$ cat src/rtl/ppm_rx_frontend.sv
// PPM receive front end: synchronises and deglitches the raw pulse line, strobes accepted
// rising edges, measures pulse spacing and reports idle / stuck-high / glitch statistics.
module ppm_rx_frontend #(
   parameter int unsigned SYNC_STAGES = 2,
   parameter int unsigned FILTER_CT   = 16,
   parameter int unsigned IDLE_CT     = 60000,
   parameter int unsigned STUCK_CT    = 15000,
   parameter int unsigned IW          = 20
) (
   input  logic          clk,
   input  logic          rst_n,
   input  logic          pulse_in,
   input  logic          clear_stats,
   output logic          pulse_out,
   output logic          level_out,
   output logic [IW-1:0] interval,
   output logic          interval_valid,
   output logic          idle,
   output logic          stuck,
   output logic [7:0]    glitch_ct
);

   localparam int unsigned FW = (FILTER_CT > 1) ? $clog2(FILTER_CT) : 1;
   localparam int unsigned DW = (IDLE_CT > 1) ? $clog2(IDLE_CT) : 1;
   localparam int unsigned SW = (STUCK_CT > 1) ? $clog2(STUCK_CT) : 1;

   logic [SYNC_STAGES-1:0] sync_q;
   logic                   s;
   logic [FW-1:0]          fc_q, fc_d;
   logic                   level_q, level_d;
   logic                   pulse_q;
   logic                   rise, glitch;
   logic [7:0]             glitch_q, glitch_d;
   logic [IW-1:0]          ic_q, ic_d;
   logic [IW-1:0]          interval_q, interval_d;
   logic                   valid_q, valid_d;
   logic                   first_q, first_d;
   logic [DW-1:0]          idc_q, idc_d;
   logic                   idle_q, idle_d;
   logic                   idle_set;
   logic [SW-1:0]          sc_q, sc_d;
   logic                   stuck_q, stuck_d;

   assign s = sync_q[SYNC_STAGES-1];

   always_comb begin
      fc_d    = '0;
      level_d = level_q;
      rise    = 1'b0;
      glitch  = 1'b0;
      if (s != level_q) begin
         if (fc_q == FW'(FILTER_CT - 1)) begin
            level_d = ~level_q;
            rise    = ~level_q;
         end else begin
            fc_d = fc_q + 1'b1;
         end
      end else if (!level_q && (fc_q != '0)) begin
         // High run collapsed before acceptance; low-going runs are not counted.
         glitch = 1'b1;
      end
   end

   always_comb begin
      glitch_d = glitch_q;
      if (clear_stats) begin
         glitch_d = '0;
      end else if (glitch && (glitch_q != 8'hFF)) begin
         glitch_d = glitch_q + 8'd1;
      end
   end

   // A rise in the same cycle the idle count expires holds idle off.
   assign idle_set = !idle_q && !pulse_q && !rise && (idc_q == DW'(IDLE_CT - 1));

   always_comb begin
      ic_d       = rise ? IW'(1) : ((&ic_q) ? ic_q : ic_q + 1'b1);
      valid_d    = rise && first_q;
      interval_d = (rise && first_q) ? ic_q : interval_q;
      first_d    = first_q;
      if (rise) begin
         first_d = 1'b1;
      end else if (idle_set) begin
         first_d = 1'b0;
      end
   end

   always_comb begin
      idc_d  = idc_q;
      idle_d = idle_q;
      if (pulse_q) begin
         idc_d  = '0;
         idle_d = 1'b0;
      end else if (idle_set) begin
         idle_d = 1'b1;
      end else if (!idle_q && (idc_q != DW'(IDLE_CT - 1))) begin
         idc_d = idc_q + 1'b1;
      end
   end

   always_comb begin
      sc_d    = sc_q;
      stuck_d = stuck_q;
      if (!level_q) begin
         sc_d    = '0;
         stuck_d = 1'b0;
      end else if (!stuck_q) begin
         if (sc_q == SW'(STUCK_CT - 1)) begin
            stuck_d = 1'b1;
         end else begin
            sc_d = sc_q + 1'b1;
         end
      end
   end

   always_ff @(posedge clk or negedge rst_n) begin
      if (!rst_n) begin
         sync_q     <= '0;
         fc_q       <= '0;
         level_q    <= 1'b0;
         pulse_q    <= 1'b0;
         glitch_q   <= '0;
         ic_q       <= '0;
         interval_q <= '0;
         valid_q    <= 1'b0;
         first_q    <= 1'b0;
         idc_q      <= '0;
         idle_q     <= 1'b1;
         sc_q       <= '0;
         stuck_q    <= 1'b0;
      end else begin
         sync_q     <= {sync_q[SYNC_STAGES-2:0], pulse_in};
         fc_q       <= fc_d;
         level_q    <= level_d;
         pulse_q    <= rise;
         glitch_q   <= glitch_d;
         ic_q       <= ic_d;
         interval_q <= interval_d;
         valid_q    <= valid_d;
         first_q    <= first_d;
         idc_q      <= idc_d;
         idle_q     <= idle_d;
         sc_q       <= sc_d;
         stuck_q    <= stuck_d;
      end
   end

   assign pulse_out      = pulse_q;
   assign level_out      = level_q;
   assign interval       = interval_q;
   assign interval_valid = valid_q;
   assign idle           = idle_q;
   // Masked by level so stuck drops in the same cycle the line falls.
   assign stuck          = stuck_q & level_q;
   assign glitch_ct      = glitch_q;

endmodule

$ cat config.mk
export PLATFORM = sky130hd
export DESIGN_NAME = ppm_rx_frontend
export DESIGN_NICKNAME = d
export VERILOG_FILES = /design/src/rtl/ppm_rx_frontend.sv
export SDC_FILE = /design/constraint.sdc
export NUM_CORES = 1
export LEC_CHECK = 0
export BUFFER_PORTS_ARGS = -buffer_cell sky130_fd_sc_hd__buf_4
export CORE_MARGIN = 3
export CORE_UTILIZATION = 50
export CTS_CLUSTER_DIAMETER = 100
export DETAILED_ROUTE_END_ITERATION = 8
export PLACE_DENSITY = 0.75
export SLEW_MARGIN = 20
export SYNTH_ARGS = -nofsm -noshare
export SYNTH_HDL_FRONTEND = slang
export SYNTH_SLANG_ARGS = --single-unit
$ cat constraint.sdc
create_clock -name clk -period 2.8 [get_ports clk]
set_input_delay 0.14 -clock clk [delete_from_list [all_inputs] [get_ports clk]]
set_output_delay 0.14 -clock clk [all_outputs]
set_load 0.01 [all_outputs]
==> results of run 1 <==
## worst max-delay path, cell delays in order (launching register included)
cell and delay [ps]:
dfrtp_1 420, ha_1 250, and3_1 190, nand2_1 100, clkinv_1 80, nand2_1 360
buf_4 300, mux2_2 350
## metrics by stage
stage | instances | area [um2]
5_1_grt | 598 | 5154
2_1_floorplan | 447 | 4531
3_3_place_gp | 579 | 4921
4_1_cts | 598 | 5154
6_report | 598 | 5154
3_5_place_dp | 579 | 4921
## placed cells by master (no fill, tap or decap), types with 3 or more instances in the layout
cell type	Yosys	final
dfrtp_1	89	89
buf_4	0	45
a21oi_1	35	35
nand2_1	34	34
nor2_1	24	24
nand3_1	23	23
mux2_2	23	23
nand4_1	16	16
nor3_1	15	15
o31ai_1	14	14
inv_1	13	13
o21ai_0	13	13
or4_1	13	13
clkbuf_8	0	10
nor4_1	9	9
nor2b_1	8	8
and3_1	8	8
and4_1	7	7
nand2b_1	7	7
mux2i_1	7	7
ha_1	6	6
or3_1	5	5
a31oi_1	5	5
o21ai_1	5	5
xnor2_1	4	4
xor2_1	4	4
nand4b_1	3	3
a211oi_1	3	3
o41ai_1	3	3
a2111o_1	3	3
dlygate4sd3_1	0	3
## sequential cells by signal, summed over array words and instances (netlist names)
signal          cells
first_q             1
ic_q               20
idle                1
sc_q               14
glitch_ct           8
interval_valid      1
interval           20
fc_q                4
pulse_out           1
idc_q              16
sync_q              2
stuck_q             1
level_out           1
## routing by layer
metal  global-route usage [%]  up-vias  routed length, um
met5                        0        -                  0
met2                    31.99       67               4526
met1                    25.52     1826               4198
met3                    3.375       11                304
met4                    7.260        0                157
li1                         -     1740                  -
## cell type report
class	instances	area share, %
inverter	14	1.020
clock buffer	10	2.671
timing repair buffer	49	7.526
tap	108	2.622
sequential	90	43.72
multi-input combinational	321	41.18
clock inverter	6	1.262
## power breakdown
part | total, mW | leakage, nW | internal [mW] | switching (mW)
clock network | 0.905 | 0.103 | 0.439 | 0.466
logic | 0.127 | 0.948 | 0.0504 | 0.0767
registers | 1.41 | 1.22 | 1.34 | 0.0646
## worst paths after layout
kind,startpoint,end,slack (ps),cells past startpoint
max,fc_q[0],interval[3],640,7
min,rst_n,sc_q[12],280,2
max reg2reg,fc_q[0],interval[3],640,7
min reg2reg,sync_q[0],sync_q[1],360,0
max in group asynchronous,rst_n,idle,1810,3
min in group clk,sync_q[0],sync_q[1],360,0
## timing repair
| action | 4_1_cts | 5_1_grt |
|---|---|---|
| buffers inserted | 0 | 0 |
| endpoints found under the hold margin | 41 | 0 |
| setup endpoints to repair | 0 | 0 |
| hold buffers | 3 | 0 |
## kinds of logic after synthesis
family,Yosys count,share of synthesized area [%]
flops,90,49.74
mux,31,7.512
fa+ha+maj,6,1.657
compound gates,90,12.34
simple gates,186,23.78
buf+inv,36,3.424
xor+xnor,8,1.546
==> flow_summary.ini, run 1 <==
[synthesis]
yosysWarnings = 0
synth_commonest_cells = 89 x dfrtp_1, 35 x a21oi_1, 34 x nand2_1
async_flop_share_pct = 100.0
synth.top_cell.area_share_pct = 49.16
syn_area_um2 = 4531
ys_types = 54
synth.avg_cell_area_um2 = 10.14
synth_cells = 447
ys.flop_type = dfrtp_1
yosys-top-cells-area = dfrtp_1 49%, mux2_2 5.7%, a21oi_1 3.9%
ys_seq_area_share_pct = 49.74
synth_most_common_cell = dfrtp_1
yosysTopAreaCell = dfrtp_1
synth_edf_count = 0
ys_seq_elements = 90
syn-num-nets = 457

[cells_and_area]
multi_input_area_um2 = 2122
fin_nets = 495
fin_util_pct = 58.81
regArea_um2 = 2253
fill_cells = 738
antennaDiodeCount = 0
syn_to_final_growth_pct = 13.75
drive_above_1_share_pct = 18.98

[clocking]
cts_buffers = 9
cts_tree = built
cts_root_buf = clkbuf_8
clock-sinks = 90
clockBufferDepth = 2
cts_resized = 0
htree_levels = 3
clk_pin_slew_worst_paths_ps = 90
worstSkewPairLatency_ps = 360

[timing]
setup_slack_ps = 641.3
fin_skew_ps = 8.163
setup_viol = 0
max_freq_ghz = 0.4633
finalSetupTns_ps = 0
rsz0062_at_grt = false
fin_hold_ws_ps = 278.3
period_share_pct = 77.09
relSlewSlack_pct = 55.04
slew_violations = 0
tightest_slew_ps = 674.5
finalHoldViolations = 0
fin_crit_ps = 2159

[place]
io_buffers = 36
hpwlAfterDp_um = 6324
place_ws_ps = 653.0
gp_congestion = 0.8756

[pwr]
p_leak_nw = 2.269
ir_drop_mv = 0.2887
total_power_mw = 2.440
p_per_area_nw_per_um2 = 473.5

[job]
maxCapViolations = 0

[grt]
gr-usage-all-layers_pct = 19.32
gr-total-overflow = 0
antenna_found_initial = 0
grt_pass1_wl_um = 16050
grt_max_degree = 55
grt_pass1_vias = 3487

[floorplan]
dieHeight_um = 101.2
rows = 34
floorplan.initialDensity_pct = 51.70
io_pins = 37
dieArea_um2 = 10240
die_w_um = 101.2
core_area_um2 = 8763

[route]
drc = 0
drt_wl_total_um = 9186
ant_nets = 0
firstDrtPassIters = 4
drt_iter0_drc = 149
wl_per_cell_um = 15.36
viasPerCell = 6.094
vias = 3644

[setup_path]
critPathArrivalTime_ps = 2400
endpoint_kind = flip-flop
worstSetupStartpointType = flip-flop
crit_type = reg2reg
required_ps = 3050
worstPathMaxFanout = 11

[worst_hold_path]
hold_class = in2async

[outcome]
status = finished clean
Power figures use the tool's default switching activity.
==> inputs of run 2 (changes only) <==
Clock period 2.8 ns to 2.1 ns, I/O delays scaled along.
==> run 2 against run 1 <==
Net effect:
- first-iteration DRC count is 14% lower
- utilization grew 0.56 points
- sequential power rose by 33%
- critical path depth fell by 4
- via count barely moved
- critical endpoint is now stuck
- largest power group unchanged
==> flow_summary.ini, run 2 (synthesis gave the netlist of run 1 again) <==
[floorplan]
floorplan.initialDensity_pct = 51.70
core_area_um2 = 8763
die_w_um = 101.2
io_pins = 37
rows = 34
dieHeight_um = 101.2
dieArea_um2 = 10240

[timing]
fin_hold_ws_ps = 308.3
tightest_slew_ps = 674.9
max_freq_ghz = 0.5141
fin_crit_ps = 1945
finalHoldViolations = 0
relSlewSlack_pct = 55.01
slew_violations = 0
fin_skew_ps = 11.24
setup_slack_ps = 154.7
setup_viol = 0
rsz0062_at_grt = false
period_share_pct = 92.63
finalSetupTns_ps = 0

[setup_path]
cpMaxStageDelayCell = and2_1
cp_cell_sequence = and2_1, buf_4, buf_4
worstPathMaxFanout = 18
required_ps = 2000
crit_type = reg2out
path_common_cell = buf_4
max_stage_delay_ps = 580
worstSetupStartpointType = flip-flop
critPathArrivalTime_ps = 1840
critical-path-top-delay-family = simple AND/OR/NAND/NOR gates
worst-path-buf-inv = 2
endpoint_kind = primary output

[cells_and_area]
antennaDiodeCount = 0
syn_to_final_growth_pct = 14.83
final_common_cell = dfrtp_1
multi_input_area_um2 = 2122
fin_nets = 503
fill_cells = 747
drive_above_1_share_pct = 20.08
final_cells = 606
regArea_um2 = 2253
final_cell_mix = 89 x dfrtp_1, 53 x buf_4, 35 x a21oi_1, 34 x nand2_1, 24 x nor2_1

[pwr]
p_leak_nw = 2.305
ir_drop_mv = 0.3120
p_per_area_nw_per_um2 = 609.8
total_power_mw = 3.173

[worst_hold_path]
hold_class = in2async

[grt]
antenna_found_initial = 0
gr-total-overflow = 0
grt_pass1_wl_um = 16220
grt_pass1_vias = 3411
grt_max_degree = 48
gr-usage-all-layers_pct = 19.48

[route]
drt_iter0_drc = 128
vias = 3643
drc = 0
wl_per_cell_um = 15.58
viasPerCell = 6.012
drt_wl_total_um = 9440
firstDrtPassIters = 5
ant_nets = 0

[clocking]
cts_root_buf = clkbuf_8
cts_buffers = 9
worstSkewPairLatency_ps = 340
htree_levels = 3
clk_pin_slew_worst_paths_ps = 90
cts_tree = built
clockBufferDepth = 2
clock-sinks = 90

[outcome]
status = finished clean

[job]
maxCapViolations = 0

[place]
io_buffers = 36
place_ws_ps = 177.0
hpwlAfterDp_um = 6542
placed_cells = 587
gp_congestion = 0.8898
==> run 2: cell count changes in the layout (fill, tap and decap cells not counted), sizes merged <==
cell,delta
clkinvlp,-1
buf,+8
bufinv,-1
inv,-1
clkbuf,+3
==> run 2: cell type report <==
cell class | instances | area share [%]
sequential | 90 | 43.31
multi-input combinational | 321 | 40.79
timing repair buffer | 57 | 8.610
clock buffer | 13 | 3.247
tap | 108 | 2.597
inverter | 14 | 1.010
clock inverter | 3 | 0.4329
==> run 2: repair_timing <==
action | in CTS | in global routing
hold buffers | 3 | 0
endpoints found under the hold margin | 52 | 0
buffers inserted | 0 | 0
resized for setup | 0 | 0
==> run 2: stage by stage <==
stage | util (%) | instance area [um2]
finish | 59.37 | 5202
global route | 59.37 | 5202
CTS | 59.37 | 5202
detailed placement | 56.84 | 4981
global placement | 56.84 | 4981
floorplan | - | 4531
==> run 2: final timing paths <==
path,from,to,slack (ps),cells past startpoint
max,level_out,stuck,150,3
min,rst_n,sc_q[7],310,2
max reg2reg,idc_q[12],first_q,160,4
min reg2reg,sync_q[0],sync_q[1],350,0
max in group asynchronous,rst_n,ic_q[2],1180,3
min in group clk,sync_q[0],sync_q[1],350,0
==> run 2: per-layer routing <==
metal	track usage (%)	up-vias	wire, um
li1	-	1765	-
met1	26.69	1817	4395
met2	31.89	47	4649
met3	3.926	14	246
met4	5.112	0	148
met5	0	-	0
==> run 2: where the power goes <==
part / leakage, nW / total (mW) / switching (mW) / internal [mW]
sequential: 1.22 / 1.88 / 0.0879 / 1.79
clock: 0.0996 / 1.12 / 0.591 / 0.531
combinational: 0.987 / 0.171 / 0.103 / 0.0682
total: 2.30 / 3.17 / 0.782 / 2.39
